[config.mk]
export PLATFORM = sky130hd
export DESIGN_NAME = shift_rows_serial_flat
export DESIGN_NICKNAME = d
export VERILOG_FILES = /design/src/rtl/shift_rows_serial_if.sv /design/src/rtl/shift_rows_serial.sv /design/src/flat_wrapper.sv
export SDC_FILE = /design/constraint.sdc
export NUM_CORES = 1
export LEC_CHECK = 0
export ABC_AREA = 1
export BUFFER_PORTS_ARGS = -buffer_cell sky130_fd_sc_hd__buf_2
export CAP_MARGIN = 5
export CORE_MARGIN = 1.5
export CORE_UTILIZATION = 50
export CTS_CLUSTER_SIZE = 8
export DETAILED_ROUTE_END_ITERATION = 10
export MAX_ROUTING_LAYER = met4
export PLACE_DENSITY = 0.68
export SLEW_MARGIN = 20
export SYNTH_ARGS = -nofsm -noshare
export SYNTH_HDL_FRONTEND = slang
export SYNTH_SLANG_ARGS = --single-unit
[constraint.sdc]
create_clock -name clk -period 4.3 [get_ports clk]
set_input_delay 0.645 -clock clk [delete_from_list [all_inputs] [get_ports clk]]
set_output_delay 0.645 -clock clk [all_outputs]
set_load 0.1 [all_outputs]
[src/rtl/shift_rows_serial_if.sv]
// Column-stream bundle between the column source, the ShiftRows stage and MixColumns.
interface shift_rows_serial_if;
    localparam int unsigned WORD = 32;

    logic            in_valid;
    logic            in_ready;
    logic [WORD-1:0] in_col;
    logic            out_valid;
    logic            out_ready;
    logic [WORD-1:0] out_col;
    logic [1:0]      out_idx;
    logic            out_last;

    // ShiftRows stage view
    modport slave (
        input  in_valid, in_col, out_ready,
        output in_ready, out_valid, out_col, out_idx, out_last
    );

    // Column producer / consumer view
    modport master (
        output in_valid, in_col, out_ready,
        input  in_ready, out_valid, out_col, out_idx, out_last
    );
endinterface

[src/rtl/shift_rows_serial.sv]
// Column-serial AES ShiftRows with a ping-pong state buffer feeding MixColumns.
module shift_rows_serial (
    input  logic               clk,
    input  logic               rst,
    shift_rows_serial_if.slave bus
);
    localparam int unsigned BYTE = 8;
    localparam int unsigned WORD = 4 * BYTE;
    localparam int unsigned NCOL = 4;

    logic [WORD-1:0] mem [2][NCOL];
    logic            wr_bank;
    logic [1:0]      wr_idx;
    logic            rd_bank;
    logic [1:0]      rd_idx;
    logic [1:0]      full;

    logic            in_fire;
    logic            out_fire;
    logic            valid_c;
    logic [WORD-1:0] shifted;
    logic [1:0]      src;

    assign bus.in_ready  = !rst && !full[wr_bank];
    assign valid_c       = !rst && full[rd_bank];
    assign bus.out_valid = valid_c;
    assign bus.out_idx   = rst ? 2'd0 : rd_idx;
    assign bus.out_last  = valid_c && (rd_idx == 2'd3);
    assign bus.out_col   = valid_c ? shifted : '0;

    assign in_fire  = bus.in_valid && bus.in_ready;
    assign out_fire = valid_c && bus.out_ready;

    // Row r of output column c is taken from buffered column (c + r) mod 4
    always_comb begin
        shifted = '0;
        src     = 2'd0;
        for (int r = 0; r < 4; r++) begin
            src = rd_idx + 2'(r);
            shifted[(3 - r) * BYTE +: BYTE] = mem[rd_bank][src][(3 - r) * BYTE +: BYTE];
        end
    end

    // State buffer write; contents are don't-care until the bank is marked full
    always_ff @(posedge clk) begin
        if (in_fire) begin
            mem[wr_bank][wr_idx] <= bus.in_col;
        end
    end

    // Write/read pointers and per-bank full flags; a completing write and read never share a bank
    always_ff @(posedge clk) begin
        if (rst) begin
            wr_bank <= 1'b0;
            wr_idx  <= 2'd0;
            rd_bank <= 1'b0;
            rd_idx  <= 2'd0;
            full    <= 2'b00;
        end else begin
            if (in_fire) begin
                wr_idx <= wr_idx + 2'd1;
                if (wr_idx == 2'd3) begin
                    full[wr_bank] <= 1'b1;
                    wr_bank       <= ~wr_bank;
                end
            end
            if (out_fire) begin
                rd_idx <= rd_idx + 2'd1;
                if (rd_idx == 2'd3) begin
                    full[rd_bank] <= 1'b0;
                    rd_bank       <= ~rd_bank;
                end
            end
        end
    end
endmodule

[src/flat_wrapper.sv]
// flat-port wrapper written by rule: the top's interface ports become plain ports
module shift_rows_serial_flat 
  (clk, rst, bus_in_valid, bus_in_col, bus_out_ready, bus_in_ready, bus_out_valid, bus_out_col, bus_out_idx, bus_out_last);
  shift_rows_serial_if bus_i ();
  input  logic clk;
  input  logic rst;
  input wire logic [$bits(bus_i.in_valid)-1:0] bus_in_valid;
  input wire logic [$bits(bus_i.in_col)-1:0] bus_in_col;
  input wire logic [$bits(bus_i.out_ready)-1:0] bus_out_ready;
  output wire logic [$bits(bus_i.in_ready)-1:0] bus_in_ready;
  output wire logic [$bits(bus_i.out_valid)-1:0] bus_out_valid;
  output wire logic [$bits(bus_i.out_col)-1:0] bus_out_col;
  output wire logic [$bits(bus_i.out_idx)-1:0] bus_out_idx;
  output wire logic [$bits(bus_i.out_last)-1:0] bus_out_last;
  assign bus_i.in_valid = bus_in_valid;
  assign bus_i.in_col = bus_in_col;
  assign bus_i.out_ready = bus_out_ready;
  assign bus_in_ready = bus_i.in_ready;
  assign bus_out_valid = bus_i.out_valid;
  assign bus_out_col = bus_i.out_col;
  assign bus_out_idx = bus_i.out_idx;
  assign bus_out_last = bus_i.out_last;
  shift_rows_serial u_core (.clk(clk), .rst(rst), .bus(bus_i));
endmodule
# After elaboration in Yosys (flattened, before gate mapping)
# Memories as Yosys holds them, arrays and structs flattened. A register that Yosys moved wholly into a read port is not among the register bits.
# Index checks and enable logic that the tools add are counted.
# op_classes
div	0
reduce_logical	12
order_cmp	10
n_mul	0
muxes	33
eq_ne	2
bitwise_logic	10
addsub	4
shift	0
# ops
cell	count
binary-select mux 32 bit (select 2 bit)	4
two-way mux 128 bit	1
two-way mux 32 bit	4
demux 32 bit (select 2 bit)	1
two-way mux 24 bit	2
two-way mux 16 bit	2
two-way mux 8 bit	2
greater-or-equal comparator 3 bit, second input constant	5
inverter 2 -> 3 bit	5
two-way mux 2 bit	6
two-way mux 1 bit	9
logical AND 1 bit	8
adder 2 x 1 -> 2 bit, second input constant	2
adder 2 bit, second input constant	2
== test 2 bit, second input constant	2
less-than comparator 1 x 2 -> 1 bit, second input constant	2
AND reduction 2 bit	2
less-than comparator 3 x 1 -> 1 bit, second input constant	1
bitwise AND 2 bit	1
demux 1 bit (select 1 bit)	2
greater-or-equal comparator 1 bit, second input constant	2
logical NOT 1 bit	2
inverter 1 bit	2
inverter 2 bit	1
OR 2 bit	1
# totals
rom_bits	0
latch_bits	0
ramBits	256
elab_cells	77
inputBits	36
regBits	8
output_inout_bits	37
mem_count	1
# memory_table
name	words	word_bits	rd	rd_clocked_by_memory_dff	wr	line	text
u_core.mem	2	128	1	1	1	shift_rows_serial.sv:11	logic [WORD-1:0] mem [2][NCOL];

# Logic depth before layout (Yosys ltp)
# Gate-level depths: netlist of run 1.
# depth
depth_word	11
mapped_depth	8
ltp_nobuf	7

# Least setup slack after synthesis of run 1
# OpenSTA, ideal clock, no wires.
# synth_timing
kind	input to register
from	input rst
to	memory u_core.mem[0][100] (netlist bit) (enable)
arrival_time_ns	3.253
t_required_ns	3.839
path_buffers	1
setup_slack_ns	0.586
path_stages	4
setup_ns	0.461
path_cell_list	inv_2 nand4_2 buf_2 nor3_1
# synth_via
elab_chain_len	5
# synth_lines
item	line	text
start, declared	flat_wrapper.sv:6	input logic rst;
logical NOT 1 bit	shift_rows_serial.sv:24	assign bus.in_ready = !rst && !full[wr_bank];
logical AND 1 bit	shift_rows_serial.sv:24	
logical AND 1 bit	shift_rows_serial.sv:31	assign in_fire = bus.in_valid && bus.in_ready;
two-way mux 1 bit	shift_rows_serial.sv:46	if (in_fire) begin
two-way mux 128 bit (implied by the code)	shift_rows_serial.sv:47	mem[wr_bank][wr_idx] <= bus.in_col;
end, declared	shift_rows_serial.sv:11	
# Every way passes these cells.

# Worst setup path after layout of run 1
# layout_timing
from	register u_core.rd_idx[0]
to	output bus_out_col[6]
# layout_via
elab_chain_len	6
# layout_lines
item	line	text
start, declared	shift_rows_serial.sv:15	logic [1:0] rd_idx;
start signal, assigned	shift_rows_serial.sv:68	rd_idx <= rd_idx + 2'd1;
adder 2 bit	shift_rows_serial.sv:39	src = rd_idx + 2'(r);
inverter 2 -> 3 bit (implied by the code)	shift_rows_serial.sv:40	shifted[(3 - r) * BYTE +: BYTE] = mem[rd_bank][src][(3 - r) * BYTE +: BYTE];
binary-select mux 32 bit (select 2 bit)	shift_rows_serial.sv:40	
two-way mux 8 bit (implied by the code) (2 in series)	shift_rows_serial.sv:40	
two-way mux 32 bit	shift_rows_serial.sv:29	assign bus.out_col = valid_c ? shifted : '0;
end, declared	flat_wrapper.sv:12	output wire logic [$bits(bus_i.out_col)-1:0] bus_out_col;
# Every way passes these cells. The select of a mux whose other input is x is not followed.

==> run summary, run 1 <==
Clock Skew: 0.0251 ns
Vias in the first global route: 6772
Max Cap Viol: 0
Hold WS: 0.396 ns
Final Util: 59.3%
Initial antenna violation count: 0
Final #Nets: 1059
Pwr dens: 458 nW/um^2
Starting density of the core: 51.2%
Hold-fix buffers, CTS: 0
Num ports: 73
Max_slew headroom: 37.5%
Worst-Margin Slew: 0.937 ns
H-Tree Depth: 2
Seq/Total Area, Yosys: 72.7%
Post_cts resized: 0
Fin crit share: 90.3%
Port-buffer cells: 72
Crit-path max FO: 33
Final setup violation count: 0
Pin count of the biggest net entering global routing: 75
F_max: 258 MHz
CP Class: flop to primary output
TNS Setup: 0 ns
Die Width: 150 um
Num CTS Buffers: 39
Worst vdd ir: 314 uV
DR iter-0 viols: 600
CP Capture Type: primary output
Clock Path Buffers: 3
Total die area: 22500 sq um
Gr usage total: 22.6%
GP Congestion: 0.811
Post-DP HPWL: 13.3 mm
Vias per cell: 5.37
Global-route wire length before repair: 37.0 mm
WL/cell: 18.1 um
Placed cells: 1252
Synth Register Bits: 265
Root buffer cell: clkbuf_16
Status: finished, final reports clean
DRC: 0
Mapped Avg Cell Area: 11.6 sq um
Routed Antenna Nets: 0
Count of cell types in the netlist: 22
Gate count of the mapped netlist: 933
CORE AREA: 21200 sq um
Finished Layout Cells: 1317
Die H: 150 um
Cell taking the most area after synthesis: edfxtp_1
Remaining Overflow, GRT: 0
Via count: 7074
Max Slew Vio Count: 0
Final instance area: 12600 sq um
Synth Net Count: 974
Mapped Area: 10800 sq um
Drt first pass iters: 5
Synth top area cells: edfxtp_1 71%, nor2_1 11%, o21ai_0 5.0%
CTS tree: built
Total Wirelength: 23.9 mm
Worst Path Arrival: 3.24 ns
Rows: 53
Synth-to-layout area growth: 16.0%
Final Hold Fails: 0
Hold Path Class: primary input to flop
Startpoint Class: flop
Clock transition at the registers of the reported paths: 0.05 ns
Fillers: 1694
Leak pwr: 4.51 nW
Ys Warns: 0
DP Area: 11400 sq um
RSZ-0062 raised after global routing: false
Required @ worst endpoint: 3.65 ns
Clock Latency Late Sink: 0.52 ns
Post-synth top area share: 71.0%
Sink Count: 265
Buffer count from post-CTS setup fixing: 0
Final Critical Period: 3.88 ns
Share of post-route cells with drive strength above 1: 15.4%
Inserted Diodes: 0
## path summary, 6_finish.rpt
check	from	endpoint	slack, ns	depth (start not counted)
worst max register to register	u_core.wr_bank	u_core.mem[0][19]	1.75	5
worst max-delay path	u_core.rd_idx[0]	bus_out_col[6]	0.42	5
worst min-delay path	bus_in_col[15]	u_core.mem[1][111]	0.40	1
worst min register to register	u_core.full[1]	u_core.full[1]	0.53	2
## where the power goes
| group | switching, mW | total (mW) | internal, mW |
|---|---|---|---|
| Sequential | 0.00758 | 2.88 | 2.87 |
| Clock | 1.03 | 2.74 | 1.71 |
| Combinational | 0.0935 | 0.126 | 0.0322 |
| Total | 1.13 | 5.75 | 4.61 |
## cells in the mapped netlist
| cell | count |
|---|---|
| nand4_2 | 1 |
| o21ai_1 | 23 |
| a21oi_1 | 5 |
| nand3_1 | 35 |
| buf_1 | 3 |
| buf_2 | 13 |
| edfxtp_1 | 256 |
| nand2_1 | 80 |
| inv_2 | 4 |
| dfxtp_1 | 9 |
| buf_6 | 16 |
| ha_1 | 5 |
| clkbuf_2 | 2 |
| and3_1 | 1 |
| o21ai_0 | 108 |
| clkbuf_1 | 16 |
| inv_1 | 9 |
| nor2_2 | 3 |
| buf_4 | 5 |
| nor2_1 | 330 |
| nand4_1 | 3 |
| nor3_1 | 6 |
## layout make-up
| cell class | instances | area (sq um) | area share (%) |
|---|---|---|---|
| Multi-Input combinational cell | 600 | 2590 | 20.7 |
| Inverter | 13 | 48.8 | 0.389 |
| Clock buffer | 62 | 1080 | 8.63 |
| Tap cell | 275 | 344 | 2.74 |
| Clock inverter | 3 | 33.8 | 0.269 |
| Timing Repair Buffer | 99 | 576 | 4.59 |
| Sequential cell | 265 | 7870 | 62.7 |
## kinds of logic (layout without fill, tap and decap cells)
| kind of cell | count (synthesis) | count (layout) | synth area share [%] |
|---|---|---|---|
| DFF | 265 | 265 | 72.7 |
| adders and majority gates | 5 | 5 | 0.578 |
| and+or+nand+nor | 459 | 459 | 16.6 |
| buffers and inverters | 68 | 177 | 3.81 |
| AOI/OAI and AO/OA | 136 | 136 | 6.29 |
## cell usage in the layout, fill, tap and decap left out, drive strengths merged
master	instances
nand3	35
buf	99
nand4	4
and3	1
clkinv	2
edfxtp	256
o21ai	131
nor2	333
a21oi	5
nor3	6
nand2	80
clkbuf	62
dfxtp	9
inv	14
ha	5
## stage by stage
stage	setup WS (ns)	total power, mW
floorplan	0.586	2.98
global placement	0.960	3.05
detailed placement	0.937	3.05
CTS	0.388	5.78
global route	0.264	5.90
finish	0.417	5.75
## routing by layer
metal  vias to the layer above  global-route usage [%]  share of wire [%]
li1                       3389                       -                  -
met1                      3441                    30.0                 44
met2                       207                    35.6                 48
met3                        37                    3.73                5.5
met4                         0                    7.89                1.8
met5                         -                       -                  0
## worst max-delay path, stage by stage, from the launching register on
cell     delay [ns]
dfxtp_2        0.82
ha_1           0.89
buf_4          0.34
nor2_1         0.07
nor2_1         0.15
buf_2          0.45
## registers in the layout, summed over array words and instances, names as in the netlist, named ones only
name	cells
u_core.full	2
u_core.mem	256
u_core.wr_idx	2
u_core.wr_bank	1
u_core.rd_idx	2
u_core.rd_bank	1
Note: power is estimated with default switching activity, not from simulation.
==> inputs of run 2 (changes only) <==
ABC_AREA = not set   (was 1)
==> run summary, run 2 <==
Status: finished, final reports clean
Most frequent cells after synthesis: 256 x edfxtp_1, 66 x mux2i_1, 65 x mux2_2
Vias in the first global route: 5760 (-15%)
Synth-to-layout area growth: 16.1%
Fillers: 1559 (-8.0%)
F_max: 280 MHz (+8.7%)
Routed Antenna Nets: 0 (unchanged)
WL/cell: 22.2 um (+23%)
Total die area: 22100 sq um (-2.2%)
Clock Latency Late Sink: 0.51 ns (about the same)
Sink Count: 265 (unchanged)
Clock Skew: 0.0148 ns (-0.0103 ns)
Final total power: 5.64 mW (-1.9%)
RSZ-0062 raised after global routing: false
Via count: 5530 (-22%)
Global-route wire length before repair: 32.8 mm (-11%)
Worst Path Arrival: 2.93 ns (-0.31 ns)
Initial antenna violation count: 1 (+1)
Fin crit share: 83.1% (-7.2 points)
DRC: 0 (unchanged)
Pwr dens: 459 nW/um^2 (+0.21%)
CP Class: flop to primary output
H-Tree Depth: 2 (unchanged)
Starting density of the core: 50.7% (-0.49 points)
Post_cts resized: 0 (unchanged)
Cell taking the most area after synthesis: edfxtp_1
Drt first pass iters: 5 (unchanged)
Hold-fix buffers, CTS: 0 (unchanged)
Hold Path Class: primary input to flop
Remaining Overflow, GRT: 0 (unchanged)
Leak pwr: 4.02 nW (-11%)
Clock Path Buffers: 3 (unchanged)
Die Width: 149 um (-1.1%)
Max FFs per register: 256 (unchanged)
Root buffer cell: clkbuf_16
Startpoint Class: flop
Final #Nets: 721 (-32%)
CTS tree: built
Mapped Area: 10600 sq um (-2.2%)
Num CTS Buffers: 39 (unchanged)
Rows: 53 (unchanged)
Post-synth EDFFs: 256 (unchanged)
Vias per cell: 5.74 (+6.9%)
Ys Warns: 0 (unchanged)
Clock transition at the registers of the reported paths: 0.05 ns (about the same)
Pin count of the biggest net entering global routing: 53 (-29%)
Gate count of the mapped netlist: 583 (-38%)
Final Hold Fails: 0 (unchanged)
Synth Net Count: 624 (-36%)
Final Critical Period: 3.57 ns (-0.309 ns)
CP Capture Type: primary output
DR iter-0 viols: 332 (-45%)
Total Wirelength: 21.4 mm (-10%)
Commonest non-fill, non-tap cells in the layout: 256 x edfxtp_1, 72 x buf_2, 66 x mux2i_1, 65 x mux2_2, 41 x clkbuf_16
Asr flop ratio synth: 0% (unchanged)
Post-synth top area share: 72.6% (+1.6 points)
Worst vdd ir: 334 uV (+6.4%)
Port-buffer cells: 72 (unchanged)
Biggest register: u_core.mem
CORE AREA: 20900 sq um (-1.3%)
Required @ worst endpoint: 3.65 ns (about the same)
Seq/Total Area, Yosys: 74.3% (+1.6 points)
Max Cap Viol: 0 (unchanged)
Post-synth top flop: edfxtp_1
Synth Register Bits: 265 (unchanged)
Commonest non-fill, non-tap cell in the layout: edfxtp_1
Final setup violation count: 0 (unchanged)
Synth top area cells: edfxtp_1 73%, mux2_2 6.9%, mux2i_1 6.2%
Buffer count from post-CTS setup fixing: 0 (unchanged)
Share of post-route cells with drive strength above 1: 32.8% (+17 points)
GP Congestion: 0.756 (-6.8%)
TNS Setup: 0 ns (unchanged)
Gr usage total: 20.8% (-1.8 points)
Post-DP HPWL: 11.3 mm (-15%)
Die H: 149 um (-1.1%)
Max Slew Vio Count: 0 (unchanged)
Max_slew headroom: 34.3% (-3.2 points)
Crit-path max FO: 16 (-52%)
Mapped Avg Cell Area: 18.2 sq um (+57%)
Count of cell types in the netlist: 31 (+41%)
Worst-Margin Slew: 0.985 ns (+0.0483 ns)
Num ports: 73 (unchanged)
Cell with the most instances after synthesis: edfxtp_1
-- run 2: cell types whose count changed in the layout (fill, tap and decap cells not counted), sizes merged, moves of 32 or more --
cell,previous run,this run
nor2,333,7
o21ai,131,5
nand2,80,4
mux2i,0,66
mux2,0,65
nand3,35,2
a22o,0,32
o22ai,0,32
-- run 2: final timing paths --
path / start / end / slack, ns / depth (start not counted)
worst max-delay path: u_core.rd_idx[0] / bus_out_col[7] / 0.73 / 5
worst min-delay path: bus_in_col[28] / u_core.mem[0][92] / 0.40 / 1
worst max register to register: u_core.wr_bank / u_core.mem[0][121] / 2.25 / 3
worst min register to register: u_core.wr_idx[0] / u_core.wr_idx[0] / 0.54 / 2
-- run 2: cells by family (layout without fill, tap and decap cells) --
group,after synthesis,in the layout,synth area share (%)
AOI/OAI and AO/OA,78,78,5.30
adders and majority gates,5,5,0.591
buffers and inverters,39,143,2.10
DFF,265,265,74.3
muxes,131,131,13.2
other,0,1,0
and+or+nand+nor,65,65,4.53
-- run 2: cell type report --
class | count | area, sq um | share of cell area [%]
Antenna cell | 1 | 2.50 | 0.0204
Clock buffer | 47 | 1050 | 8.53
Clock inverter | 1 | 8.76 | 0.0713
Inverter | 7 | 26.3 | 0.214
Multi-Input combinational cell | 279 | 2500 | 20.3
Sequential cell | 265 | 7870 | 64.0
Tap cell | 275 | 344 | 2.80
Timing Repair Buffer | 88 | 493 | 4.01
-- run 2: per-stage QoR --
stage	std cells	setup slack, ns	utilization, %	cell area [sq um]	hold WS [ns]
2_1_floorplan	583	0.506	-	10600	0.484
3_3_place_gp	914	1.21	53.8	11200	0.492
3_5_place_dp	914	1.27	53.8	11200	0.537
4_1_cts	962	0.720	58.8	12300	0.379
5_1_grt	963	0.608	58.8	12300	0.397
6_report	963	0.726	58.8	12300	0.399
-- run 2: per-layer routing --
metal	vias up	wire (um)	global-route usage, %	part of all wire (%)
met4	0	422	7.03	2.0
li1	2516	-	-	-
met1	2810	9500	27.8	44
met2	169	10300	32.6	48
met5	-	0	-	0
met3	35	1170	3.53	5.5
-- run 2: report_power, final --
| group | switching, mW | total (mW) | internal [mW] |
|---|---|---|---|
| logic | 0.0801 | 0.117 | 0.0366 |
| clock network | 0.967 | 2.64 | 1.68 |
| registers | 0.00769 | 2.88 | 2.87 |
-- run 2: worst max-delay path, stage by stage (launching register included) --
cell	delay, ns
dfxtp_1	0.52
ha_1	0.34
nand2_1	0.59
o22ai_1	0.24
nor3_2	0.26
buf_2	0.47
==> inputs of run 3 (changes only) <==
PLACE_DENSITY = 0.71   (was 0.68)
clock period = 3 ns   (was 4.3 ns; I/O delays follow)
==> run summary, run 3 (same netlist as run 2, synthesis figures left out) <==
Max_slew headroom: 61.4% (+27 points)
Clock Skew: 0.0115 ns (-0.00337 ns)
Vias per cell: 5.69 (-0.85%)
Port-buffer cells: 72 (unchanged)
Sink Count: 265 (unchanged)
H-Tree Depth: 2 (unchanged)
Worst Path Arrival: 2.43 ns (-0.50 ns)
Num ports: 73 (unchanged)
Pwr dens: 641 nW/um^2 (+40%)
Worst vdd ir: 557 uV (+67%)
Total die area: 22100 sq um (unchanged)
Hold Path Class: primary input to flop
CP Class: flop to primary output
Commonest non-fill, non-tap cells in the layout: 256 x edfxtp_1, 66 x mux2i_1, 65 x mux2_2, 48 x buf_2, 39 x clkbuf_16
WL/cell: 22.1 um (-0.61%)
Starting density of the core: 50.7% (unchanged)
RSZ-0062 raised after global routing: false
Clock transition at the registers of the reported paths: 0.05 ns (about the same)
CTS tree: built
Hold depth: 1 (unchanged)
DR iter-0 viols: 359 (+8.1%)
Clock Latency Late Sink: 0.51 ns (about the same)
Hold Crit Start: bus_in_col[8]
Final Critical Period: 2.88 ns
Gr usage total: 20.6% (-0.21 points)
Routed wl met2: 10.7 mm (+3.4%)
Worst-Margin Slew: 0.571 ns (-0.414 ns)
Met1 WL: 9.26 mm (-2.5%)
Post-DP HPWL: 12.0 mm (+6.8%)
Max FFs per register: 256 (unchanged)
Root buffer cell: clkbuf_16
GP Congestion: 0.778 (+2.9%)
DRC: 0 (unchanged)
Hold WS: 0.209 ns (-0.191 ns)
Share of post-route cells with drive strength above 1: 34.6% (+1.8 points)
Crit-path max FO: 12 (-4)
Setup ws final: 0.119 ns (-0.607 ns)
Drt first pass iters: 4 (-1)
Final #Nets: 729 (+1.1%)
WHS Endpoint: u_core.mem[1][72]
Max Cap Viol: 0 (unchanged)
Final setup violation count: 0 (unchanged)
Fin crit share: 96.0%
Via count: 5517 (-0.24%)
Worst flop-to-flop path startpoint: u_core.wr_bank
Num CTS Buffers: 39 (unchanged)
Inserted Diodes: 0 (-1)
Reg2Reg Depth: 4 (+1)
Required @ worst endpoint: 2.55 ns (-1.10 ns)
Pin count of the biggest net entering global routing: 57 (+7.5%)
Status: finished, final reports clean
CORE AREA: 20900 sq um (unchanged)
Routed Antenna Nets: 0 (unchanged)
Synth-to-layout area growth: 18.3%
R2R Path End: u_core.mem[0][13]
Clock Path Buffers: 3 (unchanged)
Rows: 53 (unchanged)
R2R setup slack: 0.97 ns (-1.28 ns)
Finished Layout Cells: 969 (+0.62%)
Leak pwr: 4.07 nW (+1.3%)
Remaining Overflow, GRT: 0 (unchanged)
Max Slew Vio Count: 0 (unchanged)
Global-route wire length before repair: 32.8 mm (-0.17%)
Biggest register: u_core.mem
Buffer count from post-CTS setup fixing: 0 (unchanged)
F_max: 347 MHz
Die H: 149 um (unchanged)
Vias in the first global route: 5869 (+1.9%)
TNS Setup: 0 ns (unchanged)
Top routing layer used: met4
Final Hold Fails: 0 (unchanged)
Initial antenna violation count: 0 (-1)
Commonest non-fill, non-tap cell in the layout: edfxtp_1
Hold-fix buffers, CTS: 0 (unchanged)
DR WL met3: 1.04 mm (-12%)
Total Wirelength: 21.4 mm (about the same)
DP Worst Slack: 0.327 ns (-0.940 ns)
Die Width: 149 um (unchanged)
Startpoint Class: flop
Placed cells: 922 (+0.88%)
CP Capture Type: primary output
[run 3: cell count changes in the layout (fill, tap and decap cells not counted), moves of 2 or more]
cell,before,now
clkbuf_16,41,39
nor3_1,5,1
buf_2,72,48
clkbuf_4,0,8
buf_4,15,30
nor3_2,28,32
clkinv_8,0,2
buf_12,1,9
[run 3: final cells by class]
class	count	area (sq um)
clock buffer	44	995
inverter	7	26.3
timing repair buffer	96	717
sequential	265	7870
tap	275	344
multi-input combinational	279	2520
clock inverter	3	41.3
fill	1546	8370
[run 3: how the worst max path moves through the flow]
stage / cells after the start / from / end
6_report: 6 / u_core.rd_idx[0] / bus_out_col[18]
5_1_grt: 6 / u_core.rd_idx[0] / bus_out_col[6]
4_1_cts: 6 / u_core.rd_idx[0] / bus_out_col[22]
3_5_place_dp: 5 / rst / bus_out_col[20]
3_3_place_gp: 5 / rst / bus_out_col[20]
2_1_floorplan: 6 / u_core.rd_idx[1] / bus_out_col[16]
[run 3: power by group]
part | switching [mW] | internal [mW]
sequential | 0.0107 | 4.11
clock | 1.42 | 2.31
combinational | 0.116 | 0.0554
[run 3: metrics by stage]
step,util [%],cell area (sq um),power [mW]
after floorplan,-,10600,4.27
after global placement,54.7,11400,4.35
after detailed placement,54.7,11400,4.36
after CTS,59.8,12500,8.10
after global routing,59.9,12500,8.26
final,59.9,12500,8.03
[run 3: worst max-delay path, cell delays in order (launching register included)]
cell and delay, ns:
dfxtp_2 0.46, ha_1 0.34, nor2b_2 0.23, buf_4 0.21
a22o_1 0.23, nor3_2 0.12, buf_4 0.31
[run 3: what timing repair did]
item	in CTS	in global routing
setup endpoints to repair	14	22
gates cloned	0	0
resized for setup	15	10
[run 3: per-layer routing]
layer  vias to the layer above  global-route usage (%)
met4                         0                    5.79
met2                       130                    33.7
met3                        47                    4.85
met5                         -                       -
li1                       2529                       -
met1                      2811                    25.8
